--- config.mk ---
export PLATFORM = sky130hd
export DESIGN_NAME = parking_system
export DESIGN_NICKNAME = d
export VERILOG_FILES = /design/src/rtl/parking_pkg.sv /design/src/rtl/parking_display.sv /design/src/rtl/parking_system.sv
export SDC_FILE = /design/constraint.sdc
export NUM_CORES = 1
export LEC_CHECK = 0
export CELL_PAD_IN_SITES_DETAIL_PLACEMENT = 1
export CELL_PAD_IN_SITES_GLOBAL_PLACEMENT = 1
export CORE_MARGIN = 10
export CORE_UTILIZATION = 37
export CTS_BUF_LIST = sky130_fd_sc_hd__clkbuf_4
export DETAILED_ROUTE_END_ITERATION = 16
export GPL_TIMING_DRIVEN = 1
export HOLD_SLACK_MARGIN = 0.15
export PLACE_DENSITY = 0.95
export SYNTH_ARGS = -nofsm -noshare
export SYNTH_HDL_FRONTEND = slang
export SYNTH_SLANG_ARGS = --single-unit
--- constraint.sdc ---
create_clock -name clk -period 2.55 [get_ports clk]
set_input_delay 0.255 -clock clk [delete_from_list [all_inputs] [get_ports clk]]
set_output_delay 0.255 -clock clk [all_outputs]
set_load 0.01 [all_outputs]
--- src/rtl/parking_pkg.sv ---
// Shared types and constants for the car park gate controller.
package parking_pkg;

  // Gate controller states
  typedef enum logic [2:0] {
    IDLE          = 3'd0,
    WAIT_PASSWORD = 3'd1,
    WRONG_PASS    = 3'd2,
    RIGHT_PASS    = 3'd3,
    STOP          = 3'd4
  } state_t;

  // Active-low seven-segment patterns, bit order {g,f,e,d,c,b,a}
  localparam logic [6:0] SEG_BLANK = 7'b1111111;
  localparam logic [6:0] SEG_E     = 7'b0000110;
  localparam logic [6:0] SEG_N     = 7'b0101011;
  localparam logic [6:0] SEG_G     = 7'b0000010;
  localparam logic [6:0] SEG_O     = 7'b1000000;
  localparam logic [6:0] SEG_S     = 7'b0010010;
  localparam logic [6:0] SEG_P     = 7'b0001100;

  // True for states whose indicator LED blinks
  function automatic logic is_blink_state(input state_t s);
    logic v;
    case (s)
      WRONG_PASS, RIGHT_PASS, STOP: v = 1'b1;
      default:                      v = 1'b0;
    endcase
    return v;
  endfunction

endpackage

--- src/rtl/parking_display.sv ---
// Registered state-to-HEX decoder for the two gate status digits.
module parking_display
  import parking_pkg::*;
(
  input  logic       i_clk,
  input  logic       i_rst,
  input  logic [2:0] i_state,
  output logic [6:0] o_hex_1,
  output logic [6:0] o_hex_2
);

  logic [6:0] w_hex_1;
  logic [6:0] w_hex_2;
  logic [6:0] r_hex_1;
  logic [6:0] r_hex_2;

  // Decode the current state into the two-letter message
  always_comb begin
    w_hex_1 = SEG_BLANK;
    w_hex_2 = SEG_BLANK;
    case (state_t'(i_state))
      IDLE: begin
        w_hex_1 = SEG_BLANK;
        w_hex_2 = SEG_BLANK;
      end
      WAIT_PASSWORD: begin
        w_hex_1 = SEG_E;
        w_hex_2 = SEG_N;
      end
      WRONG_PASS: begin
        w_hex_1 = SEG_E;
        w_hex_2 = SEG_E;
      end
      RIGHT_PASS: begin
        w_hex_1 = SEG_G;
        w_hex_2 = SEG_O;
      end
      STOP: begin
        w_hex_1 = SEG_S;
        w_hex_2 = SEG_P;
      end
      default: begin
        w_hex_1 = SEG_BLANK;
        w_hex_2 = SEG_BLANK;
      end
    endcase
  end

  // Register the digits so the display is glitch-free; reset blanks them
  always_ff @(posedge i_clk or posedge i_rst) begin
    if (i_rst) begin
      r_hex_1 <= SEG_BLANK;
      r_hex_2 <= SEG_BLANK;
    end else begin
      r_hex_1 <= w_hex_1;
      r_hex_2 <= w_hex_2;
    end
  end

  assign o_hex_1 = r_hex_1;
  assign o_hex_2 = r_hex_2;

endmodule

--- src/rtl/parking_system.sv ---
// Car park entrance gate controller: FSM, password wait counter and LEDs.
// Optional feature macro: BLINK_EN (LEDs blink in WRONG_PASS/RIGHT_PASS/STOP;
// when undefined those LEDs are held steady at 1).
// Note: reset_n is active-high despite its name.
module parking_system
  import parking_pkg::*;
#(
  parameter int         WAIT_CYCLES = 3,
  parameter logic [1:0] PASS1       = 2'b01,
  parameter logic [1:0] PASS2       = 2'b10
) (
  input  logic       clk,
  input  logic       reset_n,
  input  logic       sensor_entrance,
  input  logic       sensor_exit,
  input  logic [1:0] password_1,
  input  logic [1:0] password_2,
  output logic       GREEN_LED,
  output logic       RED_LED,
  output logic [6:0] HEX_1,
  output logic [6:0] HEX_2
);

  localparam int             CNT_W   = (WAIT_CYCLES < 2) ? 1 : $clog2(WAIT_CYCLES + 1);
  localparam logic [CNT_W-1:0] CNT_MAX = CNT_W'(WAIT_CYCLES);
  localparam logic [CNT_W-1:0] CNT_ONE = CNT_W'(1);
  localparam logic [CNT_W-1:0] CNT_ZERO = CNT_W'(0);

  state_t           r_state;
  state_t           w_next;
  logic [CNT_W-1:0] r_cnt;
  logic [CNT_W-1:0] w_cnt_next;
  logic             w_pw_ok;
  logic             w_blink_on;
  logic             w_green;
  logic             w_red;
  logic             r_green;
  logic             r_red;

  assign w_pw_ok = (password_1 == PASS1) && (password_2 == PASS2);

  // Next-state logic for the gate controller
  always_comb begin
    w_next = r_state;
    case (r_state)
      IDLE: begin
        if (sensor_entrance) w_next = WAIT_PASSWORD;
        else                 w_next = IDLE;
      end
      WAIT_PASSWORD: begin
        if (r_cnt == CNT_MAX) begin
          if (w_pw_ok) w_next = RIGHT_PASS;
          else         w_next = WRONG_PASS;
        end else begin
          w_next = WAIT_PASSWORD;
        end
      end
      WRONG_PASS: begin
        if (w_pw_ok) w_next = RIGHT_PASS;
        else         w_next = WRONG_PASS;
      end
      RIGHT_PASS: begin
        // entrance and exit together means a second car is tailgating
        if (sensor_entrance && sensor_exit) w_next = STOP;
        else if (sensor_exit)               w_next = IDLE;
        else                                w_next = RIGHT_PASS;
      end
      STOP: begin
        if (w_pw_ok) w_next = RIGHT_PASS;
        else         w_next = STOP;
      end
      default: w_next = IDLE;
    endcase
  end

  // Wait counter: counts only in WAIT_PASSWORD, saturating at CNT_MAX
  always_comb begin
    w_cnt_next = CNT_ZERO;
    if (r_state == WAIT_PASSWORD) begin
      if (r_cnt == CNT_MAX) w_cnt_next = r_cnt;
      else                  w_cnt_next = r_cnt + CNT_ONE;
    end else begin
      w_cnt_next = CNT_ZERO;
    end
  end

  // State and counter registers
  always_ff @(posedge clk or posedge reset_n) begin
    if (reset_n) begin
      r_state <= IDLE;
      r_cnt   <= CNT_ZERO;
    end else begin
      r_state <= w_next;
      r_cnt   <= w_cnt_next;
    end
  end

`ifdef BLINK_EN
  logic r_blink;

  // Blink phase: toggles while in a blinking state, cleared otherwise
  always_ff @(posedge clk or posedge reset_n) begin
    if (reset_n) begin
      r_blink <= 1'b0;
    end else if (is_blink_state(r_state)) begin
      r_blink <= ~r_blink;
    end else begin
      r_blink <= 1'b0;
    end
  end

  // The LED follows the post-toggle phase so the first blinking cycle is lit
  assign w_blink_on = ~r_blink;
`else
  assign w_blink_on = 1'b1;
`endif

  // LED pattern per state
  always_comb begin
    w_green = 1'b0;
    w_red   = 1'b0;
    case (r_state)
      IDLE: begin
        w_green = 1'b0;
        w_red   = 1'b0;
      end
      WAIT_PASSWORD: begin
        w_green = 1'b0;
        w_red   = 1'b1;
      end
      WRONG_PASS: begin
        w_green = 1'b0;
        w_red   = w_blink_on;
      end
      RIGHT_PASS: begin
        w_green = w_blink_on;
        w_red   = 1'b0;
      end
      STOP: begin
        w_green = 1'b0;
        w_red   = w_blink_on;
      end
      default: begin
        w_green = 1'b0;
        w_red   = 1'b0;
      end
    endcase
  end

  // Registered LED outputs
  always_ff @(posedge clk or posedge reset_n) begin
    if (reset_n) begin
      r_green <= 1'b0;
      r_red   <= 1'b0;
    end else begin
      r_green <= w_green;
      r_red   <= w_red;
    end
  end

  assign GREEN_LED = r_green;
  assign RED_LED   = r_red;

  parking_display u_display (
    .i_clk   (clk),
    .i_rst   (reset_n),
    .i_state (r_state),
    .o_hex_1 (HEX_1),
    .o_hex_2 (HEX_2)
  );

endmodule

==> results of run 1 <==
==> registers in the layout, summed over array words and instances, names as in the netlist <==
signal             flops
GREEN_LED              1
r_cnt                  2
RED_LED                1
u_display.o_hex_2      6
r_state                3
u_display.o_hex_1      1
==> kinds of logic after synthesis <==
kind of cell	after synthesis	synth area share, %
AOI/OAI and AO/OA	8	8.39
and+or+nand+nor	20	18.4
other	1	0.535
xor gates and xnor gates	3	3.75
adders and majority gates	1	1.79
muxes	1	1.43
DFF	14	51.3
buffers and inverters	15	14.5
==> Yosys cell counts (all sizes together) <==
| library cell | n | area [µm²] |
|---|---|---|
| o21ai | 1 | 5.00 |
| xnor2 | 2 | 17.5 |
| nand2b | 1 | 13.8 |
| mux2i | 1 | 10.0 |
| inv | 5 | 18.8 |
| and4bb | 1 | 12.5 |
| nor2 | 4 | 15.0 |
| dfstp | 7 | 184 |
| dfrtp | 7 | 175 |
| a31oi | 1 | 6.26 |
| ha | 1 | 12.5 |
| nand2 | 4 | 15.0 |
| nand4 | 1 | 6.26 |
| nor2b | 3 | 18.8 |
| a32oi | 1 | 8.76 |
| o22ai | 3 | 25.0 |
| nor3 | 2 | 10.0 |
| a21oi | 1 | 5.00 |
| buf | 10 | 82.6 |
| nor3b | 3 | 32.5 |
| nand3 | 1 | 5.00 |
| o2111ai | 1 | 8.76 |
| conb | 1 | 3.75 |
| xor2 | 1 | 8.76 |
==> layout by cell type (no fill, tap or decap), types with 2 or more instances in the layout <==
| master | instances |
|---|---|
| sky130_fd_sc_hd__dfstp_2 | 7 |
| sky130_fd_sc_hd__nor2_1 | 4 |
| sky130_fd_sc_hd__clkdlybuf4s50_1 | 22 |
| sky130_fd_sc_hd__dfrtp_1 | 7 |
| sky130_fd_sc_hd__o22ai_1 | 2 |
| sky130_fd_sc_hd__clkbuf_4 | 4 |
| sky130_fd_sc_hd__nor3_1 | 2 |
| sky130_fd_sc_hd__xnor2_1 | 2 |
| sky130_fd_sc_hd__nor2b_1 | 3 |
| sky130_fd_sc_hd__nor3b_2 | 2 |
| sky130_fd_sc_hd__inv_1 | 5 |
| sky130_fd_sc_hd__nand2_1 | 4 |
==> power by group <==
group	internal (W)	leakage, nW	switching [W]
logic	0.000272	0.179	0.000213
clock network	0.0000713	0.0184	0.0000677
registers	0.000341	0.162	0.0000933
==> path summary, 6_finish.rpt <==
check                                           from              endpoint  slack [ns]  cells past startpoint
worst max register to register            r_state[1]            r_state[1]        1.28                      3
worst min-delay path                         reset_n            r_state[0]        0.30                      2
worst min register to register              r_cnt[1]              r_cnt[1]        0.61                      2
max in group asynchronous                    reset_n  u_display.o_hex_1[4]        1.88                      2
worst max-delay path            u_display.o_hex_2[4]              HEX_1[0]        0.90                      1
min in group clk                         sensor_exit            r_state[2]        0.60                      3
==> final cells by class <==
class / count / share of cell area (%)
multi-input combinational: 34 / 26.7
timing repair buffer: 22 / 24.5
sequential: 14 / 39.9
tap: 25 / 3.48
clock buffer: 4 / 3.34
inverter: 5 / 2.09
==> metrics by stage <==
stage	instance area (µm²)	total power (W)	setup slack (ns)	hold slack [ns]
2_1_floorplan	701	0.000749	1.56	0.139
3_3_place_gp	870	0.000892	1.20	0.559
3_5_place_dp	870	0.000937	1.10	0.597
4_1_cts	900	0.00108	0.856	0.315
5_1_grt	900	0.00114	0.815	0.370
6_report	900	0.00106	0.896	0.302
==> per-layer routing <==
layer / GRT usage [%] / vias to the layer above / wire [µm]
li1: - / 231 / -
met3: 2.47 / 4 / 118
met5: 0 / - / 0
met4: 7.38 / 0 / 46
met1: 8.80 / 240 / 639
met2: 15.1 / 22 / 832
==> flow_results.org, run 1 <==
** Run status
- The run finished with clean final reports.

** Timing
- Crit path time final :: about 1.7 ns
- Actual slew at the worst max-slew pin :: 0.507 ns
- Total setup violations reported at the end of the flow :: 0
- Setup repair after global routing left no endpoint under its margin.
- Max transition margin :: about two thirds
- The final critical path takes up about two thirds of the cycle.
- The number of pins exceeding their max-slew limit in the final report was 0.
- Clk_skew :: ~0.0075 ns
- Based on the critical path, the design can be clocked at up to roughly 600 MHz.
- The final hold violation count is 0.
- Sum of negative setup slack :: 0 ns

** CTS
- Clock root buffer master :: sky130_fd_sc_hd__clkbuf_4
- Number of buffers inserted during clock tree synthesis :: 3
- Buffers inserted during post-CTS setup optimization :: 0
- Worst-Skew Late Latency :: approximately 0.28 ns
- Hold repair after CTS inserted 0 buffers.
- For this design, the sink count on the clock tree is 14.
- CTS resizes :: 0
- CTS built an H-tree with a depth of 1.
- Clock-pin slew was measured on the worst setup and hold paths at around 0.080 ns.
- Clk buf depth :: 2
- TritonCTS built the clock tree.

** Power and ir drop
- P_leak :: ~0.36 nW
- Cell Pwr Density :: between 1000 and 1500 nW/µm²
- VDD sags by at most around 450 µV.

** Detailed routing
- Once detail routing completed, the nets flagged for antenna violations numbered 0.
- Number of optimization iterations in the first detailed-route pass :: 4
- Vias post-DR :: just under 500
- Drt drc :: 0
- Summed over all layers, the routed wires come to about 1.6 mm.
- Detailed-route vias per instance :: between 4 and 5
- Routed wire per std cell :: about 16 µm
- Iteration-0 DRC Markers :: 11

** Synthesis
- Synthesized netlist net count :: 72
- Sequential-to-total area share from yosys stat :: 51.2%
- In this run, synthesis produced a sequential element count of 14.
- Mapped cell area :: around 700 µm²
- The number of different library cells used by synthesis comes to 27.
- Yosys Warn Count :: 0
- Cell count after synthesis :: between 60 and 70
- Post-Syn Area per Cell :: 11.1 µm²

** Global routing
- Global routing used 8.89% of the available tracks across all layers.
- Number of antenna violations at the first check in global routing :: 0
- Maximum number of pins on one net before global-route repair :: 15
- Wire length of the first global-routing pass :: 2.85 mm
- The via count of the first global-routing pass is between 500 and 600.
- Remaining global-route overflow :: 0

** Setup path
- Slowest cell on crit path :: sky130_fd_sc_hd__dfstp_2
- Walking the worst path, the cells encountered are clkdlybuf4s50_1.
- For the worst setup path, the data arrival time is 1.40 ns.
- The setup path with the least slack is of type flop to output pin.
- Cell family with the largest share of critical-path delay :: flip-flops
- The largest single stage delay on the critical path is approximately 0.57 ns.
- Req. time, crit path :: around 2.3 ns
- The worst setup path is launched from a flop.
- Of all nets on the critical path, the largest fanout is 5.
- The number of buffers and inverters on the critical path is 1.
- The worst setup path is captured at an output pin.

** Floorplan
- Total Die Area :: a little over 4000 µm²
- Once the floorplan was initialized, standard cells occupied between 30% and 40% of the core.
- Cell row count :: 15
- Measured along the y axis, the die boundary spans about 64 µm.
- Boundary pin count :: 24
- Overall die width :: 63.5 µm
- Floorplan Core Area :: around 1800 µm²

** Job
- Total of max-cap violations :: 0

** Final layout
- The post-route netlist has between 20 and 25% of its cells at a drive strength greater than 1.
- Area Growth Syn to Fin :: 28.4%
- For this run, the number of standard cells in the final layout without fillers is between 100 and 150.
- Ant. Diodes :: 0
- Area used by sequential logic in the layout :: between 300 and 400 µm²
- Layout filler cell count :: approximately 210
- Nets :: 89
- Measured on the finished design, the core utilization comes to about half.
- Area of the multi-input gates :: 240 µm²

** Place
- Buffers placed on the I/O ports in this run total 22.
- Once placement completed, the tool counted placed cells totaling 100.
- Sum of net half-perimeters after detailed placement :: around 1.3 mm
- Final weighted congestion in routability-driven placement :: roughly 0.81

** Worst hold path
- The path class of the tightest hold or removal check is input port to asynchronous set/reset pin.
Power figures use the tool's default switching activity.
==> run 2: changes to the inputs <==
CORE_UTILIZATION = 31   (was 37)
PLACE_DENSITY = 0.87   (was 0.95)
clock period = 1.5 ns   (was 2.55 ns; I/O delays follow)
==> flow_results.org, run 2 (synthesis gave the netlist of run 1 again) <==
** Detailed routing
- The number of DRC violations after detailed routing is 0 (unchanged).
- Iteration-0 DRC Markers :: 8 (was 11)
- The detailed-router iteration count before antenna repair came to 3 (was 4).
- Total Wirelength :: 1.52 mm (was 1.64 mm)
- The ratio of routed vias to standard cells was 4.71 (was 4.78).
- The detailed-route wire length per cell came to 14.2 µm (was 15.7 µm).
- The total number of vias is 504 (was 497).
- The count of nets left with antenna violations after detail routing is 0 (unchanged).

** Floorplan
- The number of standard-cell rows in the floorplan was 17 (was 15).
- Overall die width :: 67.5 µm (was 63.5 µm)
- Starting utilization of the core area :: 32.0% (was 39.7%)
- The area of the placeable core was 2190 µm² (was 1760 µm²).
- The I/O pin total is 24 (unchanged).
- Total Die Area :: 4560 µm² (was 4030 µm²)
- The vertical die dimension is 67.5 µm (was 63.5 µm).

** Setup path
- CP peak stage delay :: 0.53 ns (was 0.57 ns)
- The worst reg2reg path endpoint is r_state[1] (unchanged).
- Worst-case reg-to-reg path depth :: 3 (unchanged)
- The buffers plus inverters on the worst setup path came to 1 (unchanged).
- The kind of start point of the critical path is a flop (unchanged).
- WP data arrival :: 1.15 ns (was 1.40 ns)
- The required time at the endpoint of the critical path came to 1.35 ns (was 2.30 ns).
- Slowest cell on crit path :: sky130_fd_sc_hd__clkdlybuf4s50_1 (was sky130_fd_sc_hd__dfstp_2)
- The capturing element type of the critical path is an output pin (unchanged).
- Critical path, cell by cell :: clkdlybuf4s50_1 (unchanged)
- The dominant delay contributor by cell family on the critical path was buffers and inverters (was flip-flops).
- R2R setup slack :: 0.26 ns (was 1.28 ns)
- The beginning of the worst register-to-register path was r_state[1] (unchanged).
- The class of the most critical setup path is flop to output pin (unchanged).
- The worst-path maximum fanout is 1 (was 5).

** Run status
- Result of the run :: finished clean (unchanged)

** Timing
- The worst max-slew margin expressed relative to the limit is 65.1% (was 66.1%).
- Total setup violations reported at the end of the flow :: 0 (unchanged)
- Final clock period utilization by the worst path :: a little under 90%
- Clk_skew :: 0.00218 ns (was 0.00754 ns)
- The number of pins exceeding their max-slew limit in the final report came to 0 (unchanged).
- Worst hold slack :: 0.202 ns (was 0.302 ns)
- The final hold violation count was 0 (unchanged).
- For the finished layout, the period the worst path requires is 1.30 ns.
- Unrepaired setup endpoints after global routing :: no (unchanged)
- For this run, the top clock speed supported by timing is between 700 and 800 MHz.
- Actual slew at the worst max-slew pin :: 0.524 ns (was 0.507 ns)
- Sum of negative setup slack :: 0 ns (unchanged)

** CTS
- The maximum level of the CTS H-tree came to 1 (unchanged).
- The latest clock arrival within the worst-skew pair came to 0.28 ns (about the same).
- The clock net sink count came to 14 (unchanged).
- The number of clock buffers inserted by TritonCTS is 3 (unchanged).
- The maximum buffer depth of the clock tree came to 2 (unchanged).
- CTS resizes :: 9 (was 0)
- CTS clock-pin slew for the worst setup and hold paths :: 0.08 ns (about the same)
- The CTS tree is done (unchanged).
- The number of hold-repair buffers added at the cts stage is 0 (unchanged).
- The clock root buffer master was sky130_fd_sc_hd__clkbuf_4 (unchanged).
- The number of buffers added for setup after CTS is 0 (unchanged).

** Final layout
- The antenna diode count came to 0 (unchanged).
- The number of fill cells in the layout was 261 (was 209).
- Commonest cells after routing, fill and taps aside: sky130_fd_sc_hd__clkdlybuf4s50_1 (9), sky130_fd_sc_hd__dlygate4sd2_1 (9), sky130_fd_sc_hd__dfrtp_1 (7), sky130_fd_sc_hd__dfstp_2 (7), sky130_fd_sc_hd__inv_1 (5) (was sky130_fd_sc_hd__clkdlybuf4s50_1 (22), sky130_fd_sc_hd__dfrtp_1 (7), sky130_fd_sc_hd__dfstp_2 (7)).
- The net count of the finished layout came to 89 (unchanged).
- Post-layout utilization of the core :: 41.0% (was 51.0%)
- Layout cells sized above 1 :: 19.0% (was 20.3%)
- The synthesis-to-layout area growth is 28.2% (was 28.4%).
- The count of non-filler cells in the finished layout was 107 (was 104).
- The number of flip-flops in the largest register was 6 (unchanged).

** Job
- The count of max-cap constraint violations was 0 (unchanged).

** Global routing
- The aggregate global-route resource usage came to 7.11% (was 8.89%).
- The pin count of the biggest net entering global routing was 15 (unchanged).
- The via count of the first global-routing pass came to 554 (was 578).
- The wire length of the first global-routing pass came to 2.50 mm (was 2.85 mm).
- Remaining global-route overflow :: 0 (unchanged)
- Number of antenna violations at the first check in global routing :: 0 (unchanged)

** Worst hold path
- The worst hold path class is input port to asynchronous set/reset pin (unchanged).

** Power and ir drop
- VDD IR-drop max :: 704 µV (was 446 µV)
- The power density over cell area came to 1860 nW/µm² (was 1180 nW/µm²).
- P_leak :: 0.403 nW (was 0.359 nW)

** Place
- The number of buffer cells added on primary ports was 22 (unchanged).
- Dpl cells :: 103 (was 100)
- The routability congestion estimate was 0.760 (was 0.807).
- The final HPWL from detailed placement came to 1.24 mm (was 1.33 mm).
run 2: where the power goes:
| part | internal, W | switching, W | leakage, nW |
|---|---|---|---|
| sequential | 0.000578 | 0.000151 | 0.162 |
| clock | 0.0000965 | 0.000122 | 0.0154 |
| combinational | 0.000384 | 0.000336 | 0.226 |
run 2: per-stage QoR:
stage | setup slack, ns | cell area (µm²) | power [W]
finish | 0.200 | 898 | 0.00167
global route | 0.136 | 898 | 0.00181
CTS | 0.00367 | 888 | 0.00172
detailed placement | 0.200 | 873 | 0.00156
global placement | 0.243 | 873 | 0.00152
floorplan | 0.513 | 701 | 0.00127
run 2: worst max-delay path by stage:
| stage | start | endpoint | depth (start not counted) |
|---|---|---|---|
| after floorplan | r_cnt[0] | r_state[1] | 3 |
| after global placement | password_2[0] | r_state[0] | 4 |
| after detailed placement | password_2[0] | r_state[0] | 4 |
| after CTS | u_display.o_hex_2[6] | HEX_2[6] | 1 |
| after global routing | r_state[1] | r_state[1] | 3 |
| final | GREEN_LED | GREEN_LED | 1 |
run 2: metal layers:
| layer | share of wire, % | track usage, % | wire length [µm] | vias up |
|---|---|---|---|---|
| li1 | - | - | - | 238 |
| met1 | 37 | 6.78 | 568 | 240 |
| met2 | 49 | 12.6 | 737 | 22 |
| met3 | 11 | 2.15 | 164 | 4 |
| met4 | 3.0 | 5.38 | 45 | 0 |
| met5 | 0 | 0 | 0 | - |
run 2: cell type report:
cell class	instances	area [µm²]	share of cell area, %
clock buffer	3	22.5	2.51
clock inverter	1	3.75	0.418
inverter	5	18.8	2.09
multi-input combinational	34	240	26.7
sequential	14	359	40.0
tap	28	35.0	3.90
timing repair buffer	22	219	24.4
==> run 3: changes to the inputs <==
CORE_UTILIZATION = 37   (was 31)
PLACE_DENSITY = 0.95   (was 0.87)
SLEW_MARGIN = 20   (was not set)
clock period = 1.7 ns   (was 1.5 ns; I/O delays follow)
==> flow_results.org, run 3 (synthesis gave the netlist of run 1 again) <==
** Floorplan
- Total Die Area :: 4030 µm² (was 4560 µm²)
- Overall die width :: 63.5 µm (was 67.5 µm)
- The I/O pin total was 24 (unchanged).
- The vertical die dimension came to 63.5 µm (was 67.5 µm).
- Cell row count :: 15 (was 17)
- The area of the placeable core is 1760 µm² (was 2190 µm²).
- The starting density of the core is 39.7% (was 32.0%).

** Power and ir drop
- The power density over cell area was 1770 nW/µm² (was 1860 nW/µm²).
- The total leakage power is 0.359 nW (was 0.403 nW).
- The reported net switching power came to 0.000566 W (was 0.000609 W).
- The combinational power share came to 45.7% (was 43.2%).
- The portion of total power attributed to sequential cells is 41.0% (was 43.7%).
- The cell-internal power is 0.00103 W (was 0.00106 W).
- The largest voltage drop on the vdd net came to 628 µV (was 704 µV).
- The clock power share came to 13.3% (was 13.1%).
- Switching part of the total :: 35.5% (was 36.5%)

** Timing
- Sum of negative setup slack :: 0 ns (unchanged)
- Max transition margin :: 65.6% (was 65.1%)
- The setup clock skew after layout came to 0.00498 ns (was 0.00218 ns).
- Timing would allow up to 636 MHz.
- The total of endpoints with negative setup slack in the final report is 0 (unchanged).
- The final critical path takes up 92.5% of the cycle.
- Actual slew at the worst max-slew pin :: 0.516 ns (was 0.524 ns)
- Crit path time final :: around 1.6 ns
- Unrepaired setup endpoints after global routing :: no (unchanged)
- Final-report hold violation count :: 0 (unchanged)
- The number of pins exceeding their max-slew limit in the final report was 0 (unchanged).

** Detailed routing
- The detailed-router iteration count before antenna repair came to 3 (unchanged).
- Vias post-DR :: 504 (unchanged)
- The number of DRC violations after detailed routing came to 0 (unchanged).
- The wire length after detailed routing was 1.64 mm (was 1.52 mm).
- Routed wire per std cell :: 15.8 µm (was 14.2 µm)
- The count of nets left with antenna violations after detail routing was 0 (unchanged).
- Detailed-route vias per instance :: 4.85 (was 4.71)
- The number of violations reported at the end of detailed-routing iteration 0 came to 7 (was 8).

** Setup path
- Critical path, cell by cell :: clkdlybuf4s50_1 (unchanged)
- The beginning of the worst register-to-register path is r_state[1] (unchanged).
- Worst-case reg-to-reg path depth :: 3 (unchanged)
- The largest incremental delay on the critical path is 0.57 ns (was 0.53 ns).
- Setup Crit Path Kind :: flop to output pin (unchanged)
- The required time at the endpoint of the critical path was 1.53 ns (was 1.35 ns).
- The buffers plus inverters on the worst setup path is 1 (unchanged).
- R2R setup slack :: 0.41 ns (was 0.26 ns)
- The number of cells on the critical path is 1 (unchanged).
- Highest fanout seen on the critical path :: 5 (was 1)
- Nature of the critical path startpoint :: flop (unchanged)
- The cell at the slowest stage of the critical path is sky130_fd_sc_hd__dfstp_2 (was sky130_fd_sc_hd__clkdlybuf4s50_1).
- The startpoint of the worst setup timing path is u_display.o_hex_2[4] (was GREEN_LED).
- WP data arrival :: 1.40 ns (was 1.15 ns)
- Endpoint class of the critical path :: output pin (unchanged)
- The dominant delay contributor by cell family on the critical path is flip-flops (was buffers and inverters).
- The worst reg2reg path endpoint was r_state[1] (unchanged).
- The capture point of the worst path is HEX_1[0] (was GREEN_LED).

** CTS
- Clk buf depth :: 2 (unchanged)
- TritonCTS clock tree :: done (unchanged)
- Buffers inserted during post-CTS setup optimization :: 0 (unchanged)
- The latest clock arrival within the worst-skew pair was 0.28 ns (about the same).
- The number of clock buffers inserted by TritonCTS is 3 (unchanged).
- The clock root buffer master was sky130_fd_sc_hd__clkbuf_4 (unchanged).
- Clk sink count :: 14 (unchanged)
- CTS resizes :: 0 (was 9)
- H-tree depth reported by CTS :: 1 (unchanged)
- CTS clock-pin slew for the worst setup and hold paths :: 0.08 ns (about the same)
- Count of hold buffers inserted by post-cts repair :: 0 (unchanged)

** Place
- Sum of net half-perimeters after detailed placement :: 1.32 mm (was 1.24 mm)
- The cell area after placement was 870 µm² (was 873 µm²).
- Final weighted congestion in routability-driven placement :: 0.807 (was 0.760)
- The cell count after placement came to 100 (was 103).
- Number of buffers added on ports :: 22 (unchanged)

** Job
- Total of max-cap violations :: 0 (unchanged)

** Global routing
- The number of antenna violations at the first check in global routing is 0 (unchanged).
- Maximum number of pins on one net before global-route repair :: 15 (unchanged)
- The sum of overflow across all layers after global routing was 0 (unchanged).
- The wire length of the first global-routing pass came to 2.72 mm (was 2.50 mm).
- Via count of the first global-routing pass :: 565 (was 554)
- The aggregate global-route resource usage is 8.68% (was 7.11%).

** Final layout
- The number of flip-flops in the largest register was 6 (unchanged).
- The fraction of final layout cells with drive strength greater than 1 was 20.3% (was 19.0%).
- The design area is 900 µm² (was 898 µm²).
- Commonest cells after routing, fill and taps aside: sky130_fd_sc_hd__clkdlybuf4s50_1 (22), sky130_fd_sc_hd__dfrtp_1 (7), sky130_fd_sc_hd__dfstp_2 (7) (was sky130_fd_sc_hd__clkdlybuf4s50_1 (9), sky130_fd_sc_hd__dlygate4sd2_1 (9), sky130_fd_sc_hd__dfrtp_1 (7), sky130_fd_sc_hd__dfstp_2 (7), sky130_fd_sc_hd__inv_1 (5)).
- The antenna diode count is 0 (unchanged).
- Leading cell type in the layout, fill and taps excluded :: sky130_fd_sc_hd__clkdlybuf4s50_1
- Nets :: 89 (unchanged)
- Area Growth Syn to Fin :: 28.4% (was 28.2%)
- The number of fill cells in the layout came to 208 (was 261).
- The count of non-filler cells in the finished layout is 104 (was 107).

** Run status
- Result of the run :: finished clean (unchanged)

** Worst hold path
- Worst min path class :: input port to asynchronous set/reset pin (unchanged)
==> run 3: worst min path at each step <==
stage	start	cells past startpoint	endpoint	slack (ns)
2_1_floorplan	reset_n	1	GREEN_LED	0.05
3_3_place_gp	reset_n	2	GREEN_LED	0.52
3_5_place_dp	reset_n	2	GREEN_LED	0.55
4_1_cts	reset_n	2	GREEN_LED	0.24
5_1_grt	reset_n	2	r_state[0]	0.27
6_report	reset_n	2	GREEN_LED	0.22
==> run 3: stage by stage <==
step | total power, W | setup slack [ns] | hold slack [ns] | util, %
4_1_cts | 0.00162 | 0.0916 | 0.240 | 51.0
3_3_place_gp | 0.00134 | 0.430 | 0.518 | 49.3
3_5_place_dp | 0.00140 | 0.340 | 0.548 | 49.3
5_1_grt | 0.00171 | 0.0623 | 0.274 | 51.0
2_1_floorplan | 0.00112 | 0.713 | 0.0542 | -
6_report | 0.00159 | 0.128 | 0.219 | 51.0
==> run 3: cell type report <==
| type | count | area [µm²] | area share, % |
|---|---|---|---|
| Multi-Input combinational cell | 34 | 240 | 26.7 |
| Inverter | 5 | 18.8 | 2.09 |
| Sequential cell | 14 | 359 | 39.9 |
| Clock buffer | 4 | 30.0 | 3.34 |
| Tap cell | 25 | 31.3 | 3.48 |
| Timing Repair Buffer | 22 | 220 | 24.5 |
==> run 3: power groups by stage <==
stage / clock network, W / registers, W / logic (W)
final: 0.000212 / 0.000653 / 0.000727
after global routing: 0.000235 / 0.000680 / 0.000793
after CTS: 0.000215 / 0.000656 / 0.000747
after detailed placement: 0 / 0.000662 / 0.000740
after global placement: 0 / 0.000644 / 0.000694
after floorplan: 0 / 0.000636 / 0.000487
==> run 3: layer usage <==
layer / up-vias / share of wire [%] / global-route usage (%) / wire (µm)
li1: 234 / - / - / -
met1: 246 / 38 / 8.09 / 622
met2: 20 / 52 / 15.2 / 859
met3: 4 / 6.8 / 2.47 / 112
met4: 0 / 2.8 / 7.38 / 46
met5: - / 0 / 0 / 0
